<file path="src/rtl/frame_sequencer_pkg.sv">
// Shared constants for the frame sequencer: screen/box geometry and the
// FSM state encodings.
package frame_sequencer_pkg;

   localparam int GRID_W    = 240;
   localparam int GRID_H    = 180;
   localparam int BOX_SIZE  = 60;
   localparam int NUM_BOXES = 12;

   // Terminal values of the scan counters
   localparam logic [7:0] GRID_X_LAST = 8'(GRID_W - 1);
   localparam logic [7:0] GRID_Y_LAST = 8'(GRID_H - 1);
   localparam logic [7:0] BOX_X_LAST  = 8'(BOX_SIZE - 1);
   localparam logic [6:0] BOX_Y_LAST  = 7'(BOX_SIZE - 1);
   localparam logic [3:0] BOX_LAST    = 4'(NUM_BOXES);

   // Sequencer states
   typedef logic [3:0] state_t;
   localparam state_t S_IDLE  = 4'd0;
   localparam state_t S_CLEAR = 4'd1;
   localparam state_t S_WAIT  = 4'd2;
   localparam state_t S_SCORE = 4'd3;
   localparam state_t S_ADD   = 4'd4;
   localparam state_t S_SHIFT = 4'd5;
   localparam state_t S_DRAW  = 4'd6;
   localparam state_t S_FLUSH = 4'd7;
   localparam state_t S_DONE  = 4'd8;

endpackage

</file>
<file path="src/rtl/frame_sequencer_if.sv">
// Bus between the frame sequencer (master) and the song/VGA datapath (slave):
// start/pause requests in, scan counters, addresses and datapath strobes out.
interface frame_sequencer_if;

   logic        start;
   logic        pause;
   logic [15:0] gridCounter;
   logic [15:0] memAddressGridCounter;
   logic [3:0]  boxCounter;
   logic [14:0] pixelCount;
   logic [14:0] memAddressPixelCount;
   logic        loadDefault;
   logic        writeDefault;
   logic        loadX;
   logic        loadY;
   logic        writeToScreen;
   logic        shiftSong;
   logic        changeScore;
   logic        addScore;
   logic        songDone;
   logic        plot;
   logic        busy;

   modport master (
      input  start, pause,
      output gridCounter, memAddressGridCounter, boxCounter, pixelCount,
             memAddressPixelCount, loadDefault, writeDefault, loadX, loadY,
             writeToScreen, shiftSong, changeScore, addScore, songDone,
             plot, busy
   );

   modport slave (
      output start, pause,
      input  gridCounter, memAddressGridCounter, boxCounter, pixelCount,
             memAddressPixelCount, loadDefault, writeDefault, loadX, loadY,
             writeToScreen, shiftSong, changeScore, addScore, songDone,
             plot, busy
   );

endinterface

</file>
<file path="src/rtl/frame_tick_timer.sv">
// Song-step timer: counts 0..FRAME_TICKS-1 while run is high and remembers
// at most one tick that arrived while the sequencer was not waiting.
// Optional feature: define FRAME_PAUSE_EN to let pause freeze the timer and
// hold the sequencer in WAIT; otherwise pause is ignored.
module frame_tick_timer #(
   parameter int FRAME_TICKS = 12500000
) (
   input  logic clock,
   input  logic reset,
   input  logic run,
   input  logic inWait,
   input  logic pause,
   output logic tickReady
);

   localparam int CW = (FRAME_TICKS > 1) ? $clog2(FRAME_TICKS) : 1;
   localparam logic [CW-1:0] COUNT_LAST = CW'(FRAME_TICKS - 1);

   logic [CW-1:0] count;
   logic          pending;
   logic          pauseGate;
   logic          advance;
   logic          tick;

`ifdef FRAME_PAUSE_EN
   assign pauseGate = pause;
`else
   logic unusedPause;
   assign unusedPause = pause;
   assign pauseGate   = 1'b0;
`endif

   assign advance   = run & ~pauseGate;
   assign tick      = advance & (count == COUNT_LAST);
   assign tickReady = (tick | pending) & ~pauseGate;

   // Free-running step counter, held at zero while the song is not playing
   always_ff @(posedge clock or posedge reset) begin
      if (reset)
         count <= '0;
      else if (!run)
         count <= '0;
      else if (advance)
         count <= tick ? '0 : count + CW'(1);
   end

   // One-deep tick memory: consumed by an unpaused WAIT, extra ticks dropped
   always_ff @(posedge clock or posedge reset) begin
      if (reset)
         pending <= 1'b0;
      else if (!run)
         pending <= 1'b0;
      else if (inWait && !pauseGate)
         pending <= 1'b0;
      else if (tick)
         pending <= 1'b1;
   end

endmodule

</file>
<file path="src/rtl/frame_sequencer.sv">
// Frame sequencer: clears the screen to the default image, then once per
// song step updates the score, shifts the song and redraws the 12 boxes.
// Every pixel-issuing phase is followed by FLUSH, which keeps the phase's
// strobes up for PLOT_LAT cycles so the delayed plot pulses drain.
// PLOT_LAT must be at least 1. Optional feature: FRAME_PAUSE_EN (see
// frame_tick_timer).
module frame_sequencer
   import frame_sequencer_pkg::*;
#(
   parameter int FRAME_TICKS = 12500000,
   parameter int SONG_STEPS  = 112,
   parameter int PLOT_LAT    = 3
) (
   input logic               clock,
   input logic               reset,
   frame_sequencer_if.master bus
);

   localparam int STEP_W = $clog2(SONG_STEPS + 1);
   localparam logic [STEP_W-1:0] STEP_LAST = STEP_W'(SONG_STEPS);
   localparam int LAT_W = $clog2(PLOT_LAT + 1);
   localparam logic [LAT_W-1:0] LAT_LAST = LAT_W'(PLOT_LAT - 1);

   state_t              state;
   state_t              stateNext;
   logic [7:0]          gridX;
   logic [7:0]          gridY;
   logic [15:0]         gridAddr;
   logic [3:0]          box;
   logic [7:0]          pixX;
   logic [6:0]          pixY;
   logic [14:0]         pixAddr;
   logic [STEP_W-1:0]   stepCount;
   logic [LAT_W-1:0]    flushCount;
   logic                fromDraw;
   logic [PLOT_LAT-1:0] plotPipe;
   logic                gridLast;
   logic                drawLast;
   logic                flushLast;
   logic                timerRun;
   logic                tickReady;

   assign gridLast  = (gridX == GRID_X_LAST) && (gridY == GRID_Y_LAST);
   assign drawLast  = (box == BOX_LAST) && (pixX == BOX_X_LAST) && (pixY == BOX_Y_LAST);
   assign flushLast = (flushCount == LAT_LAST);
   assign timerRun  = (state != S_IDLE) && (state != S_CLEAR) && (state != S_DONE);

   frame_tick_timer #(
      .FRAME_TICKS(FRAME_TICKS)
   ) tickTimer (
      .clock    (clock),
      .reset    (reset),
      .run      (timerRun),
      .inWait   (state == S_WAIT),
      .pause    (bus.pause),
      .tickReady(tickReady)
   );

   // Next-state decode
   always_comb begin
      stateNext = state;
      case (state)
         S_IDLE:  if (bus.start) stateNext = S_CLEAR;
         S_CLEAR: if (gridLast) stateNext = S_FLUSH;
         S_WAIT:  if (tickReady) stateNext = S_SCORE;
         S_SCORE: stateNext = S_ADD;
         S_ADD:   stateNext = S_SHIFT;
         S_SHIFT: stateNext = S_DRAW;
         S_DRAW:  if (drawLast) stateNext = S_FLUSH;
         S_FLUSH: if (flushLast)
                     stateNext = (fromDraw && stepCount == STEP_LAST) ? S_DONE : S_WAIT;
         S_DONE:  stateNext = S_IDLE;
         default: stateNext = S_IDLE;
      endcase
   end

   // State register
   always_ff @(posedge clock or posedge reset) begin
      if (reset)
         state <= S_IDLE;
      else
         state <= stateNext;
   end

   // Default-image grid scan: advances in CLEAR, frozen in FLUSH, zero elsewhere
   always_ff @(posedge clock or posedge reset) begin
      if (reset) begin
         gridX    <= '0;
         gridY    <= '0;
         gridAddr <= '0;
      end else if (state == S_CLEAR) begin
         if (!gridLast) begin
            gridAddr <= gridAddr + 16'd1;
            if (gridX == GRID_X_LAST) begin
               gridX <= '0;
               gridY <= gridY + 8'd1;
            end else begin
               gridX <= gridX + 8'd1;
            end
         end
      end else if (state != S_FLUSH) begin
         gridX    <= '0;
         gridY    <= '0;
         gridAddr <= '0;
      end
   end

   // Box/pixel scan: primed in SHIFT, advances in DRAW, frozen in FLUSH
   always_ff @(posedge clock or posedge reset) begin
      if (reset) begin
         box     <= '0;
         pixX    <= '0;
         pixY    <= '0;
         pixAddr <= '0;
      end else if (state == S_SHIFT) begin
         box     <= 4'd1;
         pixX    <= '0;
         pixY    <= '0;
         pixAddr <= '0;
      end else if (state == S_DRAW) begin
         if (!drawLast) begin
            if (pixX == BOX_X_LAST) begin
               pixX <= '0;
               if (pixY == BOX_Y_LAST) begin
                  pixY    <= '0;
                  pixAddr <= '0;
                  box     <= box + 4'd1;
               end else begin
                  pixY    <= pixY + 7'd1;
                  pixAddr <= pixAddr + 15'd1;
               end
            end else begin
               pixX    <= pixX + 8'd1;
               pixAddr <= pixAddr + 15'd1;
            end
         end
      end else if (state != S_FLUSH) begin
         box     <= '0;
         pixX    <= '0;
         pixY    <= '0;
         pixAddr <= '0;
      end
   end

   // Song step count, FLUSH length and which phase FLUSH is draining
   always_ff @(posedge clock or posedge reset) begin
      if (reset) begin
         stepCount  <= '0;
         flushCount <= '0;
         fromDraw   <= 1'b0;
      end else begin
         if (state == S_SHIFT)
            stepCount <= stepCount + STEP_W'(1);
         else if (state == S_DONE)
            stepCount <= '0;
         if (state == S_FLUSH)
            flushCount <= flushCount + LAT_W'(1);
         else
            flushCount <= '0;
         if (state == S_CLEAR)
            fromDraw <= 1'b0;
         else if (state == S_DRAW)
            fromDraw <= 1'b1;
      end
   end

   // Plot delay line fed only by cycles that issue a new pixel (CLEAR/DRAW)
   always_ff @(posedge clock or posedge reset) begin
      if (reset)
         plotPipe <= '0;
      else
         plotPipe <= (plotPipe << 1) | PLOT_LAT'((state == S_CLEAR) || (state == S_DRAW));
   end

   // Datapath strobes decoded from the state
   always_comb begin
      bus.loadDefault   = 1'b0;
      bus.writeDefault  = 1'b0;
      bus.loadX         = 1'b0;
      bus.loadY         = 1'b0;
      bus.writeToScreen = 1'b0;
      bus.shiftSong     = 1'b0;
      bus.changeScore   = 1'b0;
      bus.addScore      = 1'b0;
      bus.songDone      = 1'b0;
      case (state)
         S_CLEAR: begin
            bus.loadDefault  = 1'b1;
            bus.writeDefault = 1'b1;
         end
         S_DRAW: begin
            bus.loadX         = 1'b1;
            bus.loadY         = 1'b1;
            bus.writeToScreen = 1'b1;
         end
         S_FLUSH: begin
            bus.loadDefault   = ~fromDraw;
            bus.writeDefault  = ~fromDraw;
            bus.loadX         = fromDraw;
            bus.loadY         = fromDraw;
            bus.writeToScreen = fromDraw;
         end
         S_SCORE: bus.changeScore = 1'b1;
         S_ADD:   bus.addScore    = 1'b1;
         S_SHIFT: bus.shiftSong   = 1'b1;
         S_DONE: begin
            bus.songDone     = 1'b1;
            bus.writeDefault = 1'b1;
         end
         default: ;
      endcase
   end

   assign bus.gridCounter           = {gridX, gridY};
   assign bus.memAddressGridCounter = gridAddr;
   assign bus.boxCounter            = box;
   assign bus.pixelCount            = {pixX, pixY};
   assign bus.memAddressPixelCount  = pixAddr;
   assign bus.plot                  = plotPipe[PLOT_LAT-1];
   assign bus.busy                  = (state != S_IDLE);

endmodule

</file>
<file path="src/flat_wrapper.sv">
// flat-port wrapper written by rule: the top's interface ports become plain ports
module frame_sequencer_flat import frame_sequencer_pkg::*;
#(
   parameter int FRAME_TICKS = 12500000,
   parameter int SONG_STEPS  = 112,
   parameter int PLOT_LAT    = 3
)
  (clock, reset, bus_start, bus_pause, bus_gridCounter, bus_memAddressGridCounter, bus_boxCounter, bus_pixelCount, bus_memAddressPixelCount, bus_loadDefault, bus_writeDefault, bus_loadX, bus_loadY, bus_writeToScreen, bus_shiftSong, bus_changeScore, bus_addScore, bus_songDone, bus_plot, bus_busy);
  frame_sequencer_if bus_i ();
  input logic clock;
  input logic reset;
  input wire logic [$bits(bus_i.start)-1:0] bus_start;
  input wire logic [$bits(bus_i.pause)-1:0] bus_pause;
  output wire logic [$bits(bus_i.gridCounter)-1:0] bus_gridCounter;
  output wire logic [$bits(bus_i.memAddressGridCounter)-1:0] bus_memAddressGridCounter;
  output wire logic [$bits(bus_i.boxCounter)-1:0] bus_boxCounter;
  output wire logic [$bits(bus_i.pixelCount)-1:0] bus_pixelCount;
  output wire logic [$bits(bus_i.memAddressPixelCount)-1:0] bus_memAddressPixelCount;
  output wire logic [$bits(bus_i.loadDefault)-1:0] bus_loadDefault;
  output wire logic [$bits(bus_i.writeDefault)-1:0] bus_writeDefault;
  output wire logic [$bits(bus_i.loadX)-1:0] bus_loadX;
  output wire logic [$bits(bus_i.loadY)-1:0] bus_loadY;
  output wire logic [$bits(bus_i.writeToScreen)-1:0] bus_writeToScreen;
  output wire logic [$bits(bus_i.shiftSong)-1:0] bus_shiftSong;
  output wire logic [$bits(bus_i.changeScore)-1:0] bus_changeScore;
  output wire logic [$bits(bus_i.addScore)-1:0] bus_addScore;
  output wire logic [$bits(bus_i.songDone)-1:0] bus_songDone;
  output wire logic [$bits(bus_i.plot)-1:0] bus_plot;
  output wire logic [$bits(bus_i.busy)-1:0] bus_busy;
  assign bus_i.start = bus_start;
  assign bus_i.pause = bus_pause;
  assign bus_gridCounter = bus_i.gridCounter;
  assign bus_memAddressGridCounter = bus_i.memAddressGridCounter;
  assign bus_boxCounter = bus_i.boxCounter;
  assign bus_pixelCount = bus_i.pixelCount;
  assign bus_memAddressPixelCount = bus_i.memAddressPixelCount;
  assign bus_loadDefault = bus_i.loadDefault;
  assign bus_writeDefault = bus_i.writeDefault;
  assign bus_loadX = bus_i.loadX;
  assign bus_loadY = bus_i.loadY;
  assign bus_writeToScreen = bus_i.writeToScreen;
  assign bus_shiftSong = bus_i.shiftSong;
  assign bus_changeScore = bus_i.changeScore;
  assign bus_addScore = bus_i.addScore;
  assign bus_songDone = bus_i.songDone;
  assign bus_plot = bus_i.plot;
  assign bus_busy = bus_i.busy;
  frame_sequencer #(.FRAME_TICKS(FRAME_TICKS), .SONG_STEPS(SONG_STEPS), .PLOT_LAT(PLOT_LAT)) u_core (.clock(clock), .reset(reset), .bus(bus_i));
endmodule
</file>
<file path="config.mk">
export PLATFORM = sky130hd
export DESIGN_NAME = frame_sequencer_flat
export DESIGN_NICKNAME = d
export VERILOG_FILES = /design/src/rtl/frame_sequencer_pkg.sv /design/src/rtl/frame_sequencer_if.sv /design/src/rtl/frame_tick_timer.sv /design/src/rtl/frame_sequencer.sv /design/src/flat_wrapper.sv
export SDC_FILE = /design/constraint.sdc
export NUM_CORES = 1
export LEC_CHECK = 0
export BUFFER_PORTS_ARGS = -buffer_cell sky130_fd_sc_hd__buf_2
export CAP_MARGIN = 20
export CORE_MARGIN = 1.5
export CORE_UTILIZATION = 45
export CTS_BUF_LIST = sky130_fd_sc_hd__clkbuf_4 sky130_fd_sc_hd__clkbuf_8
export DETAILED_ROUTE_END_ITERATION = 6
export PLACE_DENSITY = 0.76
export SLEW_MARGIN = 10
export SYNTH_ARGS = -nofsm -noshare
export SYNTH_HDL_FRONTEND = slang
export SYNTH_SLANG_ARGS = --single-unit
</file>
<file path="constraint.sdc">
create_clock -name clock -period 4.75 [get_ports clock]
set_clock_uncertainty 0.05 [all_clocks]
set_input_delay 0.2375 -clock clock [delete_from_list [all_inputs] [get_ports clock]]
set_output_delay 0.2375 -clock clock [all_outputs]
set_load 0.02 [all_outputs]
</file>
==> results.toml <==
[cts]
cts_made_buffers = 9
insertion_delay_ns = 0.40
cts.sinks = 108
cts.htree.levels = 3
clockBufferDepth = 2
cts_tree = "built"
cts_root_buffer = "clkbuf_8"
postCtsSetupBuffers = 0
clk_pin_slew_ns = 0.10

[cells_and_area]
final_cells = 855
nets = 698
antenna_cells = 0
layout_common_cells = "108 x dfrtp_1, 79 x buf_2, 77 x nor2_1"
design_area_um2 = 6334
area_growth_pct = 12.64
mostFrequentLayoutCell = "dfrtp_1"
drive_above_1_share_pct = 15.72

[route]
first_pass_iters = 5
num_vias = 4775
wire_per_inst_um = 14.36
drtAntennaViolNets = 0
viasPerCell = 5.585
route.detailed.drc = 0
totalWireLength_mm = 12.28
drt_iter0_markers = 352

[global_routing]
grt_max_degree = 60
grt_overflow = 0
grt_pass1_wl_mm = 20.37
grtUsageTotal_pct = 19.37
grt_pass1_vias = 4339
antenna_found_initial = 0

[power]
p_leak_uw = 0.002932
power_density_nw_per_um2 = 396.7
ir_drop_mv = 0.1965

[critical_path]
worstPathArrival_ns = 3.40
path_class = "flop to flop"
r2r-start = "u_core.state[1]"
worstPathCellList = "nand4bb_1 -> or3_1 -> o2111ai_1 -> o21ai_0 -> a21oi_1"
critPathBufInv = 0
max_stage_delay_ns = 0.76
critPathLaunchType = "flop"
end_kind = "flop"
cp.required_ns = 5.01
worst-r2r-setup-slack_ns = 1.61
critPathMaxFanout = 20
critPathSlowestCell = "o2111ai_1"
crit_family = "compound AO/OA/AOI/OAI gates"
startpoint = "u_core.state[1]"
r2r_end = "u_core.bus.memAddressPixelCount[12]"
reg2reg_depth = 5
worst-path-stages = 5

[synth]
ys_seq_elements = 108
seq_area_frac_synth_pct = 48.06
avgSynthCellArea_um2 = 9.143
netlist_instances = 615
postSynth.asyncResetShare_pct = 100.0
synth_area_um2 = 5623
syn_nets = 631
synth_warnings = 0
synth_cell_types = 52
synth_edf_count = 0
synth_ff_type = "dfrtp_1"

[placement]
gp_congestion = 0.8480
numPlacedInstances = 838
place_area_um2 = 6140
io_buffers = 79
dpl.hpwl_mm = 8.705

[timing]
period_share_pct = 66.13
setup_viol = 0
rsz0062_at_grt = "no"
finalMaxSlewViolations = 0
tightest_slew_ns = 1.021
tns_ns = 0
min_period_ns = 3.141
max_freq_mhz = 318.4
slew_headroom_pct = 31.32
hold_viol = 0

[floorplan]
die_w_um = 114.8
start_util_pct = 46.43
fp.coreArea_um2 = 12110
ios = 81
die-area_um2 = 13170
rows = 40
die_h_um = 114.8

[run]
maxCapViolCount = 0

[min_path]
hold_depth = 0
hold_end = "u_core.plotPipe[2]"
hp-class = "flop to flop"
hp-start = "u_core.plotPipe[1]"

[outcome]
status = "completed"
==> layout make-up <==
class / count / area [um2]
inverters: 32 / 122.6
repair buffers: 84 / 435.4
fillers: 1117 / 5778
clock buffers: 9 / 123.9
multi-input cells: 447 / 2679
clock inverters: 7 / 60.06
flip-flops and latches: 108 / 2703
well taps: 168 / 210.2
==> timing repair <==
action	4_1_cts	5_1_grt
hold endpoints to repair	58	0
resized for setup	0	0
setup endpoints to repair	0	0
hold buffers	1	0
==> cells by family after synthesis <==
kind of cell,synth area share [%]
and+or+nand+nor,25.23
DFF,48.06
AOI/OAI and AO/OA,11.44
buffers and inverters,4.295
xor gates and xnor gates,7.009
adders and majority gates,2.848
muxes,1.113
==> cell usage after synthesis, types with 5 or more instances <==
cell / instances / area share, %
a21oi_1: 25 / 2.2
and3_1: 15 / 1.7
buf_2: 7 / 0.62
clkbuf_1: 19 / 1.3
dfrtp_1: 108 / 48
ha_1: 12 / 2.7
inv_1: 32 / 2.1
nand2_1: 50 / 3.3
nand3_1: 36 / 3.2
nand3b_1: 6 / 0.80
nand4_1: 19 / 2.1
nor2_1: 77 / 5.1
nor3_1: 11 / 0.98
nor4_1: 11 / 1.2
o21ai_0: 45 / 4.0
o31ai_1: 5 / 0.67
or3_1: 17 / 1.9
or4_1: 6 / 0.80
xnor2_1: 24 / 3.7
xor2_1: 21 / 3.3
==> state kept, by name, summed over array words and instances, names as in the netlist <==
name / cells
u_core.bus.boxCounter: 4
u_core.stepCount: 7
u_core.state: 4
u_core.flushCount: 2
u_core.pixX: 8
u_core.plotPipe: 3
u_core.bus.memAddressGridCounter: 16
u_core.tickTimer.pending: 1
u_core.gridY: 8
u_core.bus.memAddressPixelCount: 15
u_core.tickTimer.count: 24
u_core.pixY: 7
u_core.fromDraw: 1
u_core.gridX: 8
==> worst max-delay path by stage <==
stage | end | slack [ns]
6_report | u_core.bus.memAddressPixelCount[12] | 1.61
4_1_cts | u_core.bus.memAddressPixelCount[12] | 1.62
3_5_place_dp | u_core.bus.memAddressPixelCount[12] | 1.65
5_1_grt | u_core.bus.memAddressPixelCount[6] | 1.33
2_1_floorplan | u_core.bus.boxCounter[0] | 1.62
3_3_place_gp | u_core.bus.memAddressPixelCount[6] | 1.86
==> where the power goes <==
group / total [uW] / switching [uW] / internal [uW] / leakage (uW)
Combinational: 806 / 541 / 265 / 0.00137
Sequential: 1170 / 149 / 1020 / 0.00148
Clock: 540 / 342 / 198 / 0.0000904
==> routing by layer <==
layer | GRT usage [%] | up-vias | part of all wire (%)
met4 | 5.597 | 0 | 1.1
met5 | 0 | - | 0
met1 | 24.52 | 2353 | 44
li1 | - | 2301 | -
met3 | 5.271 | 13 | 5.5
met2 | 32.81 | 108 | 49
==> metrics by stage <==
step           utilization, %  worst slack [ns]  hold slack, ns  power (uW)
2_1_floorplan               -             1.617          0.2812        1781
3_3_place_gp            50.69             1.864          0.2952        1956
3_5_place_dp            50.69             1.652          0.3011        1994
4_1_cts                 52.29             1.616          0.3249        2535
5_1_grt                 52.29             1.334          0.3361        2684
6_report                52.29             1.609          0.3236        2513
Note: power is estimated with default switching activity, not from simulation.
